`config.mk`:
```
export PLATFORM = sky130hd
export DESIGN_NAME = hyperram_arbiter
export DESIGN_NICKNAME = d
export VERILOG_FILES = /design/src/rtl/hyperram_arbiter.sv
export SDC_FILE = /design/constraint.sdc
export NUM_CORES = 1
export LEC_CHECK = 0
export ABC_CLOCK_PERIOD_IN_PS = 5400
export CAP_MARGIN = 20
export CORE_ASPECT_RATIO = 1.2
export CORE_MARGIN = 10
export CORE_UTILIZATION = 44
export CTS_BUF_LIST = sky130_fd_sc_hd__clkbuf_4 sky130_fd_sc_hd__clkbuf_8 sky130_fd_sc_hd__clkbuf_16
export DETAILED_ROUTE_END_ITERATION = 8
export GPL_TIMING_DRIVEN = 0
export PLACE_DENSITY_LB_ADDON = 0.08
export SETUP_SLACK_MARGIN = 0.05
export SLEW_MARGIN = 10
export SYNTH_ARGS = -nofsm -noshare
export SYNTH_HDL_FRONTEND = slang
export SYNTH_SLANG_ARGS = --single-unit
```
`constraint.sdc`:
```
create_clock -name clk -period 5.4 [get_ports clk]
set_clock_uncertainty 0.15 [all_clocks]
set_input_delay 0.54 -clock clk [delete_from_list [all_inputs] [get_ports clk]]
set_output_delay 0.54 -clock clk [all_outputs]
set_load 0.02 [all_outputs]
```
`src/rtl/hyperram_arbiter.sv`:
```
// hyperram_arbiter
//
// Two-port arbiter in front of a HyperRAM controller. One requester at a time
// is granted. Its address, write data, write enable and byte mask are latched
// into the ram_* registers, and a single-cycle ram_transaction_begin pulse is
// issued. The arbiter then waits for the controller to run the transaction
// and returns a one-cycle ack to the granted port. On a read, the ack also
// carries the returned data.
//
// Handshakes:
//   Requester side
//     - pN_req is held high until acknowledged.
//     - pN_addr, pN_wdata, pN_we and pN_wmask are stable while pN_req is high.
//     - pN_ack is a one-cycle completion pulse.
//     - pN_rdata is loaded on the edge where pN_ack rises, and only for reads.
//     - A request that is dropped after it has been granted still completes
//       and is still acked.
//   Controller side
//     - ram_transaction_end high means the controller is idle.
//     - The controller starts on ram_transaction_begin and signals it has
//       started by pulling ram_transaction_end low.
//     - When ram_transaction_end returns high, ram_data_in must be valid.
//
// Configuration macro: HYPERRAM_ARB_RR_EN
//   - Defined: simultaneous requests are resolved round-robin against a
//     last-grant register.
//   - Undefined: port 0 always wins a simultaneous request.
//
// Parameters
//   START_TIMEOUT   number of cycles to wait for ram_transaction_end to fall
//                   before the begin is re-issued
//   GUARD_CYCLES    number of idle cycles between a response and the next
//                   arbitration
//
// Ports
//   clk, rst_n                   clock, asynchronous active-low reset
//   pN_req/addr/wdata/we/wmask   requester N command (N = 0, 1)
//   pN_ack, pN_rdata             requester N completion pulse and read data
//   ram_address/data_out/
//   write_enable/write_mask      latched command to the controller
//   ram_transaction_begin        one-cycle start pulse to the controller
//   ram_data_in                  read data from the controller
//   ram_transaction_end          controller idle flag
//   busy                         high in any state except IDLE
//   owner                        index of the granted port
//   dbg_state                    current FSM state encoding
module hyperram_arbiter #(
    parameter int START_TIMEOUT = 15,
    parameter int GUARD_CYCLES  = 2
) (
    input  logic        clk,
    input  logic        rst_n,
    input  logic        p0_req,
    input  logic [31:0] p0_addr,
    input  logic [31:0] p0_wdata,
    input  logic        p0_we,
    input  logic [3:0]  p0_wmask,
    output logic        p0_ack,
    output logic [31:0] p0_rdata,
    input  logic        p1_req,
    input  logic [31:0] p1_addr,
    input  logic [31:0] p1_wdata,
    input  logic        p1_we,
    input  logic [3:0]  p1_wmask,
    output logic        p1_ack,
    output logic [31:0] p1_rdata,
    output logic [31:0] ram_address,
    output logic [31:0] ram_data_out,
    output logic        ram_write_enable,
    output logic [3:0]  ram_write_mask,
    output logic        ram_transaction_begin,
    input  logic [31:0] ram_data_in,
    input  logic        ram_transaction_end,
    output logic        busy,
    output logic        owner,
    output logic [2:0]  dbg_state
);

    typedef enum logic [2:0] {
        IDLE       = 3'd0,
        SETUP      = 3'd1,
        ISSUE      = 3'd2,
        WAIT_START = 3'd3,
        WAIT_END   = 3'd4,
        RESP       = 3'd5,
        GUARD      = 3'd6
    } state_t;

    // One counter serves both the start timeout and the guard interval.
    // The two are never active at the same time.
    localparam int CNT_MAX = (START_TIMEOUT > GUARD_CYCLES) ? START_TIMEOUT : GUARD_CYCLES;
    localparam int CW      = (CNT_MAX > 2) ? $clog2(CNT_MAX) : 1;
    localparam logic [CW-1:0] ST_LAST = CW'(START_TIMEOUT - 1);
    localparam logic [CW-1:0] GD_LAST = CW'((GUARD_CYCLES > 0) ? (GUARD_CYCLES - 1) : 0);

    state_t        r_state;
    state_t        w_next_state;
    logic [CW-1:0] r_cnt;
    logic          w_cnt_clr;
    logic          w_cnt_inc;
    logic          w_grant;
    logic          w_win;
    logic          w_done;

    logic          r_owner;
    logic [31:0]   r_addr;
    logic [31:0]   r_wdata;
    logic          r_we;
    logic [3:0]    r_wmask;
    logic          r_ack0;
    logic          r_ack1;
    logic [31:0]   r_rdata0;
    logic [31:0]   r_rdata1;

`ifdef HYPERRAM_ARB_RR_EN
    logic          r_last;

    // On a tie, grant the port that did not win last time.
    // Otherwise, grant whichever port is requesting.
    always_comb begin
        w_win = 1'b0;
        if (p0_req && p1_req) begin
            w_win = ~r_last;
        end else begin
            w_win = ~p0_req;
        end
    end
`else
    // Fixed priority: port 0 wins whenever it is requesting.
    always_comb begin
        w_win = ~p0_req;
    end
`endif

    // Completion is seen on the edge that leaves WAIT_END.
    // The ack rises and the read data are captured on that same edge.
    assign w_done = (r_state == WAIT_END) && ram_transaction_end;

    // FSM state register
    always_ff @(posedge clk or negedge rst_n) begin
        if (!rst_n) begin
            r_state <= IDLE;
        end else begin
            r_state <= w_next_state;
        end
    end

    // Next-state logic and counter controls
    always_comb begin
        w_next_state = r_state;
        w_cnt_clr    = 1'b0;
        w_cnt_inc    = 1'b0;
        w_grant      = 1'b0;
        case (r_state)
            IDLE: begin
                if ((p0_req || p1_req) && ram_transaction_end) begin
                    w_grant      = 1'b1;
                    w_next_state = SETUP;
                end
            end
            SETUP: begin
                w_next_state = ISSUE;
            end
            ISSUE: begin
                w_next_state = WAIT_START;
            end
            WAIT_START: begin
                if (!ram_transaction_end) begin
                    w_cnt_clr    = 1'b1;
                    w_next_state = WAIT_END;
                end else if (r_cnt == ST_LAST) begin
                    // The controller never started: pulse begin again.
                    w_cnt_clr    = 1'b1;
                    w_next_state = ISSUE;
                end else begin
                    w_cnt_inc    = 1'b1;
                end
            end
            WAIT_END: begin
                if (ram_transaction_end) begin
                    w_next_state = RESP;
                end
            end
            RESP: begin
                w_next_state = (GUARD_CYCLES == 0) ? IDLE : GUARD;
            end
            GUARD: begin
                if (r_cnt == GD_LAST) begin
                    w_cnt_clr    = 1'b1;
                    w_next_state = IDLE;
                end else begin
                    w_cnt_inc    = 1'b1;
                end
            end
            default: begin
                w_next_state = IDLE;
            end
        endcase
    end

    // Shared timeout/guard counter
    always_ff @(posedge clk or negedge rst_n) begin
        if (!rst_n) begin
            r_cnt <= '0;
        end else if (w_cnt_clr) begin
            r_cnt <= '0;
        end else if (w_cnt_inc) begin
            r_cnt <= r_cnt + CW'(1);
        end
    end

    // Command latch, acks and read data
    always_ff @(posedge clk or negedge rst_n) begin
        if (!rst_n) begin
            r_owner  <= 1'b0;
            r_addr   <= '0;
            r_wdata  <= '0;
            r_we     <= 1'b0;
            r_wmask  <= '0;
            r_ack0   <= 1'b0;
            r_ack1   <= 1'b0;
            r_rdata0 <= '0;
            r_rdata1 <= '0;
        end else begin
            r_ack0 <= 1'b0;
            r_ack1 <= 1'b0;
            if (w_grant) begin
                r_owner <= w_win;
                r_addr  <= w_win ? p1_addr  : p0_addr;
                r_wdata <= w_win ? p1_wdata : p0_wdata;
                r_we    <= w_win ? p1_we    : p0_we;
                r_wmask <= w_win ? p1_wmask : p0_wmask;
            end
            if (w_done) begin
                if (r_owner) begin
                    r_ack1 <= 1'b1;
                    if (!r_we) begin
                        r_rdata1 <= ram_data_in;
                    end
                end else begin
                    r_ack0 <= 1'b1;
                    if (!r_we) begin
                        r_rdata0 <= ram_data_in;
                    end
                end
            end
        end
    end

`ifdef HYPERRAM_ARB_RR_EN
    // Last-grant register; resets to 1 so that port 0 wins the first tie.
    always_ff @(posedge clk or negedge rst_n) begin
        if (!rst_n) begin
            r_last <= 1'b1;
        end else if (w_grant) begin
            r_last <= w_win;
        end
    end
`endif

    assign p0_ack                = r_ack0;
    assign p1_ack                = r_ack1;
    assign p0_rdata              = r_rdata0;
    assign p1_rdata              = r_rdata1;
    assign ram_address           = r_addr;
    assign ram_data_out          = r_wdata;
    assign ram_write_enable      = r_we;
    assign ram_write_mask        = r_wmask;
    assign ram_transaction_begin = (r_state == ISSUE);
    assign busy                  = (r_state != IDLE);
    assign owner                 = r_owner;
    assign dbg_state             = r_state;

endmodule

```
==> results of run 1 <==
logic make-up (layout without fill, tap and decap cells):
| family | count (synthesis) | count (layout) | synth area share (%) |
|---|---|---|---|
| buf+inv | 38 | 385 | 3.401 |
| fa+ha+maj | 3 | 3 | 0.5967 |
| other cells | 0 | 1 | 0 |
| xor+xnor | 1 | 1 | 0.1392 |
| flops | 143 | 143 | 56.88 |
| compound gates | 85 | 85 | 7.856 |
| mux | 135 | 135 | 24.54 |
| simple gates | 96 | 96 | 6.583 |
layout by cell type (no fill, tap or decap), types with 3 or more instances in the layout:
master	netlist	routed
sky130_fd_sc_hd__buf_2	15	15
sky130_fd_sc_hd__mux2_2	34	34
sky130_fd_sc_hd__inv_1	4	4
sky130_fd_sc_hd__nand2_1	5	5
sky130_fd_sc_hd__clkbuf_1	8	8
sky130_fd_sc_hd__dfrtp_1	143	143
sky130_fd_sc_hd__clkinv_2	0	6
sky130_fd_sc_hd__buf_6	3	4
sky130_fd_sc_hd__ha_1	3	3
sky130_fd_sc_hd__clkbuf_16	0	17
sky130_fd_sc_hd__a21oi_2	10	10
sky130_fd_sc_hd__a21oi_1	61	61
sky130_fd_sc_hd__nor2_1	76	76
sky130_fd_sc_hd__mux2i_1	71	71
sky130_fd_sc_hd__o21ai_0	6	6
sky130_fd_sc_hd__mux2_4	30	30
sky130_fd_sc_hd__buf_4	8	8
sky130_fd_sc_hd__clkdlybuf4s50_1	0	313
sky130_fd_sc_hd__bufinv_16	0	4
cell type report:
class | instances | area share, %
well taps | 171 | 2.076
multi-input cells | 320 | 24.25
diodes | 1 | 0.02428
flip-flops and latches | 143 | 34.73
repair buffers | 315 | 30.78
inverters | 4 | 0.1457
clock inverters | 12 | 1.603
clock buffers | 20 | 4.468
plain buffers | 34 | 1.931
sequential cells by signal, indices dropped and copies added (netlist names):
signal / count
ram_write_enable: 1
ram_write_mask: 4
dbg_state: 3
ram_data_out: 32
p1_ack: 1
p1_rdata: 32
ram_address: 32
p0_rdata: 32
owner: 1
r_cnt: 4
p0_ack: 1
power breakdown:
group          switching (mW)  internal (mW)  leakage (nW)  total, mW
Sequential              0.296           1.55          1.75       1.85
Clock                   0.434          0.797         0.309       1.23
Combinational            1.37           1.36          2.59       2.74
routing by layer:
metal | GRT usage [%] | share of wire, % | vias up
li1 | - | - | 2408
met1 | 22.07 | 35 | 2462
met2 | 39.30 | 52 | 242
met3 | 10.63 | 11 | 28
met4 | 8.200 | 2.2 | 0
met5 | 0 | 0 | -
through the flow:
stage	total power, mW	cells	setup TNS [ns]
final	5.815	1020	0
after global routing	6.121	1019	0
after CTS	5.873	1019	0
after detailed placement	4.611	987	0
after global placement	4.530	986	-265.60
after floorplan	3.153	501	0
critical path: cells and delay by family (launching register included):
kind,cells,cell delay (ns)
buffers and inverters,2,0.75
flip-flops,1,0.37
AND/OR/NAND/NOR,1,0.36
final timing paths:
path	from	endpoint	cells after the start
setup reg to reg	dbg_state[0]	p0_rdata[27]	5
setup / recovery	dbg_state[2]	busy	3
max in group asynchronous	rst_n	ram_data_out[14]	2
hold reg to reg	p0_rdata[15]	p0_rdata[15]	1
hold / removal	rst_n	p0_rdata[20]	1
min in group clk	p0_rdata[15]	p0_rdata[15]	1
==> results by stage, run 1 <==
STA:
- The total setup violations reported at the end of the flow is 0.
- Dividing the final minimum period by the clock period gives between 40% and 50%.
- For the pin with the worst max-slew slack, the measured transition is 0.8548 ns.
- The post-route minimum period is 2.568 ns.
- For this run, the top clock speed supported by timing is around 390 MHz.
- The worst setup slack after layout is between 2 and 3 ns.
- The relative max-transition margin is 43.01%.
- Setup repair after global routing left no endpoint under its margin.
- The hold slack is -0.01056 ns.
- The count of final hold-check violations is 3.
- The number of max-slew violations in the final report is 0.

Place:
- The area after detailed placement is between 9000 and 10000 um^2.
- Before CTS, the worst setup slack after placement is between 2 and 3 ns.
- The placed wire-length estimate after detailed placement is around 18000 um.
- In this run the tool buffered the top-level ports with 314 buffer cells.
- Routability-driven placement finished with a final weighted congestion of 0.8079.

Die:
- The area of the placeable core is 13940 um^2.
- For this design the top-level I/O count stands at 316.
- The die footprint is 19500 um^2.
- The effective utilization at floorplan is 45.14%.
- In this run the vertical extent of the chip is 151.0 um.
- The floorplan step set the die width to 129.2 um.
- After floorplanning, the core was divided into 47 placement rows.

Power:
- The total leakage power is 4.644 nW.
- IR analysis of the VDD net gives a maximum drop of 0.2965 mV.
- In this run the power density over the cells is roughly 560 nW/um^2.

Drt:
- The sum of routed wire length over all layers is 21810 um.
- The vias per cell is 5.039.
- The routed layout has 5140 vias.
- The number of iterations in the first detailed-routing pass is 4.
- In the routed design, unresolved DRC markers number 0.
- The count of nets left with antenna violations once routing finished came out at 0.
- The number of DRC markers in iteration 0 is 244.
- The post-detailed-route wirelength per cell is 21.38 um.

Run status:
- The flow ran to the end, but the final reports show violations.
- The checks that failed: negative hold slack.

Worst setup path:
- The required time of the critical path is 4.71 ns.
- The startpoint type of the worst setup path is a register.
- The largest stage delay on the critical path is 0.57 ns.
- The internal reg-to-reg setup slack is 3.38 ns.
- The endpoint kind of the worst setup timing path is an output pin.
- For this design, the slowest cell found on the critical path is sky130_fd_sc_hd__clkdlybuf4s50_1.
- Traced cell by cell, the critical path runs through buf_2 > or3_1 > clkdlybuf4s50_1.
- The worst setup path is of the register to output pin kind.
- Of all nets on the critical path, the largest fanout is 10.
- Data on the critical path arrives at its endpoint at 1.88 ns.

Synthesis:
- The instance count of the mapped netlist is 501.
- The synthesized design contains approximately 140 register bits.
- By count the netlist is led by 143 x sky130_fd_sc_hd__dfrtp_1, 76 x sky130_fd_sc_hd__nor2_1, 71 x sky130_fd_sc_hd__mux2i_1.
- The number of library cell types mapped by synthesis is 34.
- The synthesized area per cell is 12.56 um^2.
- Counting flops with a built-in enable in the synthesized netlist gives 0.
- The total nets after synthesis is ~680.
- The sequential share of the synthesized area is 56.88%.
- The commonest register cell after synthesis is sky130_fd_sc_hd__dfrtp_1.
- The post-synth design cell area is 6291 um^2.
- Yosys attributes the largest share of cell area to sky130_fd_sc_hd__dfrtp_1 57%, sky130_fd_sc_hd__mux2i_1 11%, sky130_fd_sc_hd__mux2_4 7.2%.
- The post-synthesis cell type with the largest combined area is sky130_fd_sc_hd__dfrtp_1.
- The most frequent cell after synthesis is sky130_fd_sc_hd__dfrtp_1.
- The proportion of netlist area held by the largest area contributor is 56.88%.
- The share of async-settable or async-resettable flops after synthesis is 100.0%.
- For this run, the number of Yosys warnings is 0.

Clock network:
- The post-CTS resize count is 0.
- The number of H-tree levels is 4.
- The longest clock path from root to sink contains 2 buffers.
- After clock tree synthesis, the clock-pin slew on the worst setup and hold paths is about 0.06 ns.
- The TritonCTS clock tree is yes.
- The sink count of the clock tree is 143.
- The number of clock buffers added by TritonCTS is 17.
- The number of hold buffers added after cts is 0.
- The latest clock arrival within the worst-skew pair is 0.41 ns.
- The root buffer selected by CTS is sky130_fd_sc_hd__clkbuf_16.
- After clock tree synthesis, the setup repair step added 0 buffers.

Layout:
- In the final layout, flip-flops and latches occupy 3578 um^2.
- Relative to the synthesized area, the layout overhead comes to 63.80%.
- At the end of the flow the core is filled with cells to 73.94%.
- At the end of the flow, the number of nets in the layout was 1013.
- The filler cell count is 1000.
- Summing all multi-input logic gate instances after layout gives 2499 um^2.
- The post-route netlist has 16.39% of its cells at a drive strength greater than 1.
- The final instance area is 10300 um^2.

GRT:
- The global-route wire length before repair is 32900 um.
- The number of antenna violations at the first check in global routing is 0.
- The total overflow reported by the global router is 0.
- The via count of the first global-routing pass was 5887.
- The maximum number of pins on one net before global-route repair is 78.
- The overall fraction of global-route tracks in use is roughly 22%.

Worst hold path:
- The path class of the tightest hold or removal check is primary input to async pin.

Job:
- The number of maximum-capacitance constraint violations is 0.
Power figures use the tool's default switching activity.
==> run 2, diff against run 1 <==
Settings changed: ABC_CLOCK_PERIOD_IN_PS 5400 to 2300, CORE_UTILIZATION 44 to 37.
Clock period 5.4 ns to 2.3 ns, I/O delays scaled along.
==> results by stage, run 2 (synthesized netlist as in run 1, its figures left out) <==
Worst setup path:
- The required time of the critical path is 1.92 ns (-2.79 ns).
- Traced cell by cell, the critical path runs through buf_2 > or3_1 > dlygate4sd2_1.
- The data arrival time of the critical path is 1.65 ns (-0.23 ns).
- The worst-case reg-to-reg path depth is 5 (unchanged).
- The most critical setup path has its startpoint at dbg_state[2].
- The top fanout value on the critical path came to 10 (unchanged).
- The number of buffers and inverters on the critical path is 2 (unchanged).
- Following the worst setup path forward leads to its endpoint at busy.
- The largest stage delay on the critical path is 0.37 ns (-0.20 ns).
- The endpoint identified for the worst register-to-register timing path is p0_rdata[22].
- The standard cell with the maximum stage delay on the critical path is sky130_fd_sc_hd__dfrtp_1.
- The worst setup path category is register to output pin.
- The startpoint identified for the worst register-to-register timing path is dbg_state[0].
- The kind of cell adding the most delay to the critical path is buffers and inverters.
- The internal reg-to-reg setup slack is 0.30 ns (-3.08 ns).
- STA classifies the critical path endpoint as an output pin.
- STA classifies the critical path startpoint as a register.
- The number of gates on the worst path with buffers counted is 3 (unchanged).

Clock network:
- The latest clock arrival within the worst-skew pair came to 0.41 ns (about the same).
- The root buffer selected by CTS is sky130_fd_sc_hd__clkbuf_16.
- The clock transition at the registers of the reported paths was 0.06 ns (about the same).
- The sink count of the clock tree is 143 (unchanged).
- TritonCTS built the clock tree.
- The number of H-tree levels was 4 (unchanged).
- The total setup buffers inserted after CTS is 0 (unchanged).
- The total CTS buffers was 17 (unchanged).
- The clock tree buffer depth is 2 (unchanged).

STA:
- The total setup violations reported at the end of the flow was 0 (unchanged).
- Setup repair after global routing left no endpoint under its margin.
- The relative max-transition margin is 27.11% (-16 points).
- The worst path uses 88.29% of the clock period.
- The timing-limited maximum frequency is between 400 and 500 MHz.
- The count of final hold-check violations is 0 (-3).
- The actual transition at the worst max-transition pin came to 1.093 ns (+0.2386 ns).
- The post-route minimum period is 2.031 ns.
- The hold slack is 0.1821 ns (+0.1927 ns).
- The number of max-slew violations in the final report was 0 (unchanged).

Power:
- The sum of internal, switching and leakage power is 13.26 mW (+130%).
- The power density of the placed cells is 1288 nW/um^2 (+130%).
- The peak supply drop is 0.5500 mV (+86%).
- The total leakage power is 4.612 nW (-0.69%).

Layout:
- The area growth from synthesis to layout came to 63.68% (about the same).
- The leading cell type in the layout, fill and taps excluded is sky130_fd_sc_hd__clkdlybuf4s50_1.
- The net count of the finished layout is 1014 (+0.099%).
- The share of layout cells above drive strength 1 was 16.37% (-0.019 points).
- The filler cell count came to 1437 (+44%).
- The combined area of the multi-input logic cells was 2499 um^2 (unchanged).
- The library cells used most frequently in the layout, excluding fill and tap cells, are 311 x sky130_fd_sc_hd__clkdlybuf4s50_1, 143 x sky130_fd_sc_hd__dfrtp_1, 76 x sky130_fd_sc_hd__nor2_1.
- The sequential cell area in the final layout came to 3578 um^2 (unchanged).
- The number of inserted diodes is 0 (-1).

Die:
- The die footprint is 22640 um^2 (+16%).
- The site row count is 52 (+11%).
- The area of the placeable core is 16790 um^2 (+20%).
- The count of pins on the block boundary is 316 (unchanged).
- The effective utilization at floorplan is 37.48% (-7.7 points).
- The die boundary width is 139.0 um (+7.6%).
- The height of the chip was 162.8 um (+7.9%).

Run status:
- The run finished with clean final reports.

Drt:
- The number of DRC markers in iteration 0 is 186 (-24%).
- The number of vias after detailed routing is 5122 (-0.35%).
- The sum of routed wire length over all layers is 21690 um (-0.57%).
- The number of iterations in the first detailed-routing pass is 4 (unchanged).
- The total DRC errors in the routed layout is 0 (unchanged).
- The vias per cell is 4.809 (-4.6%).
- The post-detailed-route wirelength per cell came to 20.36 um (-4.8%).
- The number of nets still failing antenna checks after routing was 0 (unchanged).

GRT:
- The global-route wire length before repair is 33030 um (+0.40%).
- The total overflow reported by the global router came to 0 (unchanged).
- The number of antenna violations at the first check in global routing is 0 (unchanged).
- The via count of the first global-routing pass is 5739 (-2.5%).
- The overall fraction of global-route tracks in use is 18.57% (-3.6 points).
- The maximum number of pins on one net before global-route repair is 74 (-5.1%).

Worst hold path:
- The min-delay analysis places its worst path in the category primary input to register.

Place:
- The placed wire-length estimate after detailed placement is 17380 um (-1.1%).
- The last weighted congestion value of the routability-driven placer is 0.8348 (+3.3%).
- The number of buffers added on ports is 314 (unchanged).

Job:
- The number of maximum-capacitance constraint violations is 0 (unchanged).
## run 2: cell types whose count changed in the layout (fill, tap and decap cells not counted), sizes merged
| cell | before | now |
|---|---|---|
| bufinv | 4 | 1 |
| clkbuf | 28 | 27 |
| clkdlybuf4s50 | 313 | 311 |
| clkinv | 6 | 8 |
| clkinvlp | 2 | 3 |
| diode | 1 | 0 |
| dlygate4sd2 | 0 | 2 |
| dlygate4sd3 | 0 | 1 |
| inv | 4 | 5 |
## run 2: how the worst min path moves through the flow
stage	slack, ns	cells after the start	to	start
2_1_floorplan	-0.22	0	dbg_state[0]	rst_n
3_3_place_gp	0.34	1	p0_ack	owner
3_5_place_dp	0.14	1	p1_rdata[12]	rst_n
4_1_cts	0.19	3	dbg_state[0]	p0_req
5_1_grt	0.24	3	dbg_state[0]	p0_req
6_report	0.18	3	dbg_state[0]	p0_req
## run 2: what timing repair did
item	CTS	global route
hold buffers	1	0
endpoints found under the hold margin	72	0
resized for setup	2	0
setup endpoints to repair	2	0
## run 2: power breakdown
part / internal (mW) / switching, mW
Sequential: 3.64 / 0.659
Combinational: 3.18 / 3.19
Clock: 1.51 / 1.07
Total: 8.34 / 4.92
## run 2: through the flow
step	setup slack, ns	TNS [ns]	instance area [um^2]	utilization, %	cells
CTS	0.1964	0	10300	61.34	1065
finish	0.2694	0	10300	61.34	1065
detailed placement	-0.01297	-0.1264	9733	57.98	1032
global placement	-4.733	-675.36	9704	57.81	1031
floorplan	0.3698	0	6291	-	501
global route	0.1364	0	10300	61.34	1065
## run 2: layer usage
layer | track usage (%) | part of all wire [%] | vias to the layer above
met2 | 31.81 | 50 | 226
li1 | - | - | 2409
met4 | 5.698 | 1.3 | 0
met3 | 8.256 | 9.6 | 17
met5 | 0 | 0 | -
met1 | 20.32 | 39 | 2470
## run 2: layout make-up
type,instances,share of cell area [%]
Sequential cell,143,34.75
Inverter,4,0.1458
Clock buffer,19,4.277
Tap cell,216,2.625
Buffer,34,1.932
Timing Repair Buffer,316,30.87
Clock inverter,13,1.130
Multi-Input combinational cell,320,24.26
## run 2: worst min-delay path, cell delays in order
cell                       delay [ns]
sky130_fd_sc_hd__buf_2           0.24
sky130_fd_sc_hd__o311ai_0        0.15
sky130_fd_sc_hd__o21ai_0         0.08
==> run 3, diff against run 2 <==
Settings changed: ABC_CLOCK_PERIOD_IN_PS 2300 to 2100, CORE_UTILIZATION 37 to 50, DONT_BUFFER_PORTS set to 1.
Clock period 2.3 ns to 2.1 ns, I/O delays scaled along.
==> results by stage, run 3 <==
Clock network:
- The post-CTS resize count is 11 (+9).
- The total setup buffers inserted after CTS was 0 (unchanged).
- The total CTS buffers came to 17 (unchanged).
- The number of hold buffers added after cts is 140 (+139).
- The number of H-tree levels is 4 (unchanged).
- The tree is rooted in a sky130_fd_sc_hd__clkbuf_16.
- The sink count of the clock tree is 143 (unchanged).
- The clock tree buffer depth came to 2 (unchanged).

Synthesis:
- The share of synthesized cell area in full adder, half adder and majority cells is 0.5967% (unchanged).
- The compound-gate portion of the synthesized area is 7.856% (unchanged).
- The sequential share of the synthesized area is 56.88% (unchanged).
- The count of synthesis-stage warnings from yosys was 0 (unchanged).
- The number of enable-type register cells in the synthesized netlist was 0 (unchanged).
- The total nets after synthesis is 679 (unchanged).
- The post-synthesis share of cell area spent on xor and xnor gates is 0.1392% (unchanged).
- Among all flip-flop cells after synthesis, the most frequent one is sky130_fd_sc_hd__dfrtp_1.
- The commonest cells after synthesis are 143 x sky130_fd_sc_hd__dfrtp_1, 76 x sky130_fd_sc_hd__nor2_1, 71 x sky130_fd_sc_hd__mux2i_1.
- The simple-gate portion of the synthesized area was 6.583% (unchanged).
- The number of synthesized register bits came to 143 (unchanged).
- The most common cell in the synthesized netlist is sky130_fd_sc_hd__dfrtp_1.
- The post-synthesis cell type with the largest combined area is sky130_fd_sc_hd__dfrtp_1.
- The proportion of netlist area held by the largest area contributor was 56.88% (unchanged).
- In the post-synthesis netlist, the biggest area contributors are sky130_fd_sc_hd__dfrtp_1 57%, sky130_fd_sc_hd__mux2i_1 11%, sky130_fd_sc_hd__mux2_4 7.2%.
- After synthesis, the largest family of logic cells by area is multiplexers.
- The instance count of the mapped netlist is 501 (unchanged).
- The synthesized area per cell was 12.56 um^2 (unchanged).
- The post-synth design cell area came to 6291 um^2 (unchanged).
- The share of async-settable or async-resettable flops after synthesis came to 100.0% (unchanged).
- The number of library cell types mapped by synthesis was 34 (unchanged).
- The proportion of synthesized area in mux cells is 24.54% (unchanged).

Place:
- The placed wire-length estimate after detailed placement is 14290 um (-18%).
- The number of buffers added on ports is 0 (-100%).
- The area after detailed placement is 6492 um^2 (-33%).
- The last weighted congestion value of the routability-driven placer came to 0.8305 (-0.52%).

Run status:
- It got as far as 4_1_cts and failed there.
- The first error in the log reads "[ERROR RSZ-0060] Max buffer count reached".
- The flow did not finish.

Die:
- The die boundary width is 122.4 um (-12%).
- The count of pins on the block boundary is 316 (unchanged).
- The site row count is 44 (-15%).
- The effective utilization at floorplan is 51.47% (+14 points).
- The height of the chip was 142.9 um (-12%).
run 3: cell counts after synthesis:
No cell type changed its count.
run 3: per-stage QoR:
step	cells	TNS, ns	hold WS, ns	utilization, %	setup WS [ns]
after floorplan	501	0	-0.2356	-	0.1698
after global placement	662	-7.002	-0.2313	53.12	-0.1217
after detailed placement	662	-8.453	-0.2311	53.12	-0.1424
run 3: cell families after synthesis:
group	Yosys count
DFF	143
muxes	135
and+or+nand+nor	96
AOI/OAI and AO/OA	85
buffers and inverters	38
adders and majority gates	3
xor gates and xnor gates	1
==> run 4, diff against run 3 <==
Settings changed: CORE_ASPECT_RATIO 1.2 to unset, CORE_UTILIZATION 50 to 35, CTS_BUF_LIST sky130_fd_sc_hd__clkbuf_4 sky130_fd_sc_hd__clkbuf_8 sky130_fd_sc_hd__clkbuf_16 to unset, PLACE_DENSITY_LB_ADDON 0.08 to 0.15, SETUP_SLACK_MARGIN 0.05 to unset.
==> results by stage, run 4 <==
Place:
- The number of buffers added on ports is 0 (unchanged).
- The last weighted congestion value of the routability-driven placer is 0.7922 (-4.6%).
- The worst setup slack before clock tree synthesis is -0.1907 ns (-0.04830 ns).
- The placed wire-length estimate after detailed placement came to 14680 um (+2.8%).

Synthesis:
- The count of synthesis-stage warnings from yosys is 0 (unchanged).
- The proportion of synthesized area in mux cells is 24.54% (unchanged).
- The proportion of netlist area held by the largest area contributor is 56.88% (unchanged).
- The sequential share of the synthesized area is 56.88% (unchanged).
- The compound-gate portion of the synthesized area is 7.856% (unchanged).
- The synthesized area per cell came to 12.56 um^2 (unchanged).
- The post-synthesis share of cell area spent on xor and xnor gates was 0.1392% (unchanged).
- The largest family of logic cells by synthesized area is multiplexers.
- The number of enable-type register cells in the synthesized netlist is 0 (unchanged).
- The commonest cells after synthesis are 143 x sky130_fd_sc_hd__dfrtp_1, 76 x sky130_fd_sc_hd__nor2_1, 71 x sky130_fd_sc_hd__mux2i_1.
- The share of synthesized cell area in full adder, half adder and majority cells is 0.5967% (unchanged).
- The number of library cell types mapped by synthesis is 34 (unchanged).
- The post-synth design cell area is 6291 um^2 (unchanged).
- Sorting the synthesized cells by area gives the leading types as sky130_fd_sc_hd__dfrtp_1 57%, sky130_fd_sc_hd__mux2i_1 11%, sky130_fd_sc_hd__mux2_4 7.2%.
- The share of async-settable or async-resettable flops after synthesis was 100.0% (unchanged).
- The number of synthesized register bits is 143 (unchanged).
- The commonest register cell after synthesis is sky130_fd_sc_hd__dfrtp_1.
- The most frequent cell after synthesis is sky130_fd_sc_hd__dfrtp_1.
- The simple-gate portion of the synthesized area is 6.583% (unchanged).
- The largest total area in the synthesized netlist belongs to sky130_fd_sc_hd__dfrtp_1.
- The instance count of the mapped netlist is 501 (unchanged).
- The total nets after synthesis came to 679 (unchanged).

Die:
- The site row count was 48 (+9.1%).
- The height of the chip is 154.1 um (+7.8%).
- The effective utilization at floorplan is 36.00% (-15 points).
- The die boundary width is 154.1 um (+26%).
- The count of pins on the block boundary is 316 (unchanged).

Run status:
- It got as far as 4_1_cts and failed there.
- The flow did not finish.
- The first error in the log reads "[ERROR RSZ-0060] Max buffer count reached".

Clock network:
- The root buffer selected by CTS is sky130_fd_sc_hd__clkbuf_16.
- The number of hold buffers added after cts is 153 (+9.3%).
- The number of H-tree levels is 4 (unchanged).
- The sink count of the clock tree was 143 (unchanged).
- The total CTS buffers is 17 (unchanged).
- The clock tree buffer depth is 2 (unchanged).
- The post-CTS resize count is 11 (unchanged).
- The total setup buffers inserted after CTS is 0 (unchanged).
[run 4: cell counts after synthesis]
Identical to the previous run, type by type.
[run 4: stage by stage]
stage / hold WS, ns / instances / TNS [ns] / instance area, um^2 / util (%)
3_5_place_dp: -0.2312 / 726 / -14.99 / 6573 / 37.61
3_3_place_gp: -0.2311 / 726 / -13.08 / 6573 / 37.61
2_1_floorplan: -0.2356 / 501 / 0 / 6291 / -
[run 4: logic make-up after synthesis]
kind of cell / Yosys count
compound gates: 85
xor+xnor: 1
fa+ha+maj: 3
buf+inv: 38
flops: 143
mux: 135
simple gates: 96
==> RTL edit (config.mk and constraints of run 2) <==
Register the output `dbg_state` once more, cleared by the reset; this adds one clock of latency there. The other outputs are not delayed to match.
--- a/src/rtl/hyperram_arbiter.sv
+++ b/src/rtl/hyperram_arbiter.sv
@@ -269,7 +269,13 @@
     assign ram_transaction_begin = (r_state == ISSUE);
     assign busy                  = (r_state != IDLE);
     assign owner                 = r_owner;
-    assign dbg_state             = r_state;
+    always_ff @(posedge clk or negedge rst_n) begin
+        if (!rst_n) begin
+            dbg_state <= '0;
+        end else begin
+            dbg_state <= r_state;
+        end
+    end
 
 endmodule
 
Formal check against the unedited RTL: not equivalent (a bounded check fails within 4 cycles, from zero or initial values and one cycle with rst_n low).
==> RTL edit against run 2 <==
  * Sequential cell count up 3
  * Die area up 0.48%
  * Global-route usage about the same
  * Hold slack worse by 0.00084 ns
  * Wire length down 0.26%
  * Combinational power down 0.8%
  * Power up 3.7%
  * Worst setup slack worse by 0.0089 ns
  * Cell area up 1.3%
  * Synthesized area up 0.56%
==> RTL edit: results (changes against run 2) <==
- Outcome: finished clean
- Mux cell area share after synthesis: 24.4% (-0.14 points)
- Gpl congestion: 0.820 (-1.7%)
- Adder-cell share of the synthesized area: 0.593% (-0.0033 points)
- Nets: 1017 (+0.30%)
- Global-route wire length before repair: 33100 um (+0.23%)
- Vias per inst: 4.84 (+0.60%)
- Post-Route WL: 21600 um (-0.26%)
- P_leak: 4.69 nW (+1.6%)
- DP Area: 0.00977 sq mm (+0.40%)
- Synth top cells by count: dfrtp_1 (146), nor2_1 (76), a21oi_1 (71), mux2i_1 (71), mux2_2 (34)
- Ratio of cells with drive above 1 in the final layout: 15.1% (-1.2 points)
- Reg2Reg Depth: 6 (+1)
- GRT Total Usage: 18.6% (about the same)
- FMAX: 0.490 GHz (-0.44%)
- Max_slew headroom: 40.9% (+14 points)
- Iteration-0 DRC Markers: 183 (-1.6%)
- DP Worst Slack: -0.0596 ns (-0.0466 ns)
- Synth area leaders: dfrtp_1 (58%), mux2i_1 (11%), mux2_4 (7.1%)
- Arr. time, crit path: 2.18 ns (+0.53 ns)
- Syn nets: 682 (+0.44%)
- Compound-Gate Fraction of Synth Area: 7.22% (-0.64 points)
- Reg-to-reg endpoint: ram_address[24]
- FF-to-FF setup slack: 0.26 ns (-0.04 ns)
- Sequential share of the synthesized area: 57.8% (+0.87 points)
-- RTL edit: cell count changes after synthesis --
cell	run 2	this run
buf_4	8	7
dfrtp_1	143	146
a21oi_1	61	71
clkbuf_1	8	6
buf_1	0	2
buf_2	15	16
a21oi_2	10	0
-- RTL edit: cell type report --
| cell class | instances | area (sq um) |
|---|---|---|
| plain buffers | 34 | 196 |
| clock buffers | 19 | 447 |
| clock inverters | 13 | 208 |
| fillers | 1398 | 6420 |
| inverters | 4 | 15.0 |
| multi-input cells | 320 | 2460 |
| flip-flops and latches | 146 | 3650 |
| well taps | 216 | 270 |
| repair buffers | 316 | 3180 |
-- RTL edit: worst min path at each step --
stage / slack [ns] / cells past startpoint / end / start
after detailed placement: 0.05 / 1 / p1_rdata[11] / rst_n
after global placement: 0.21 / 0 / dbg_state[2] / r_state[2]
final: 0.18 / 2 / p1_rdata[6] / rst_n
after global routing: 0.22 / 2 / p0_rdata[11] / rst_n
after floorplan: -0.22 / 0 / dbg_state[0] / rst_n
after CTS: 0.19 / 2 / p1_rdata[11] / rst_n
-- RTL edit: logic make-up after synthesis --
family,count (synthesis)
and+or+nand+nor,96
DFF,146
adders and majority gates,3
buffers and inverters,38
muxes,135
xor gates and xnor gates,1
AOI/OAI and AO/OA,85
-- RTL edit: metal layers --
| layer | vias up | track usage, % | share of wire [%] |
|---|---|---|---|
| li1 | 2419 | - | - |
| met1 | 2495 | 19.5 | 36 |
| met2 | 229 | 30.9 | 50 |
| met3 | 24 | 9.73 | 12 |
| met4 | 0 | 7.12 | 2.1 |
| met5 | - | 0 | 0 |
-- RTL edit: timing repair --
action | CTS | global route
resized for setup | 2 | 0
hold buffers | 1 | 0
hold endpoints to repair | 58 | 0
setup endpoints to repair | 2 | 0
-- RTL edit: report_power, final --
group / internal, mW / switching [mW] / total, mW
clock: 1.96 / 1.07 / 3.04
sequential: 3.72 / 0.665 / 4.38
combinational: 3.16 / 3.17 / 6.33
-- RTL edit: through the flow --
| step | std cells | hold slack [ns] |
|---|---|---|
| finish | 1068 | 0.181 |
| global route | 1068 | 0.216 |
| CTS | 1068 | 0.188 |
| detailed placement | 1035 | 0.0452 |
| global placement | 1034 | 0.209 |
| floorplan | 504 | -0.216 |
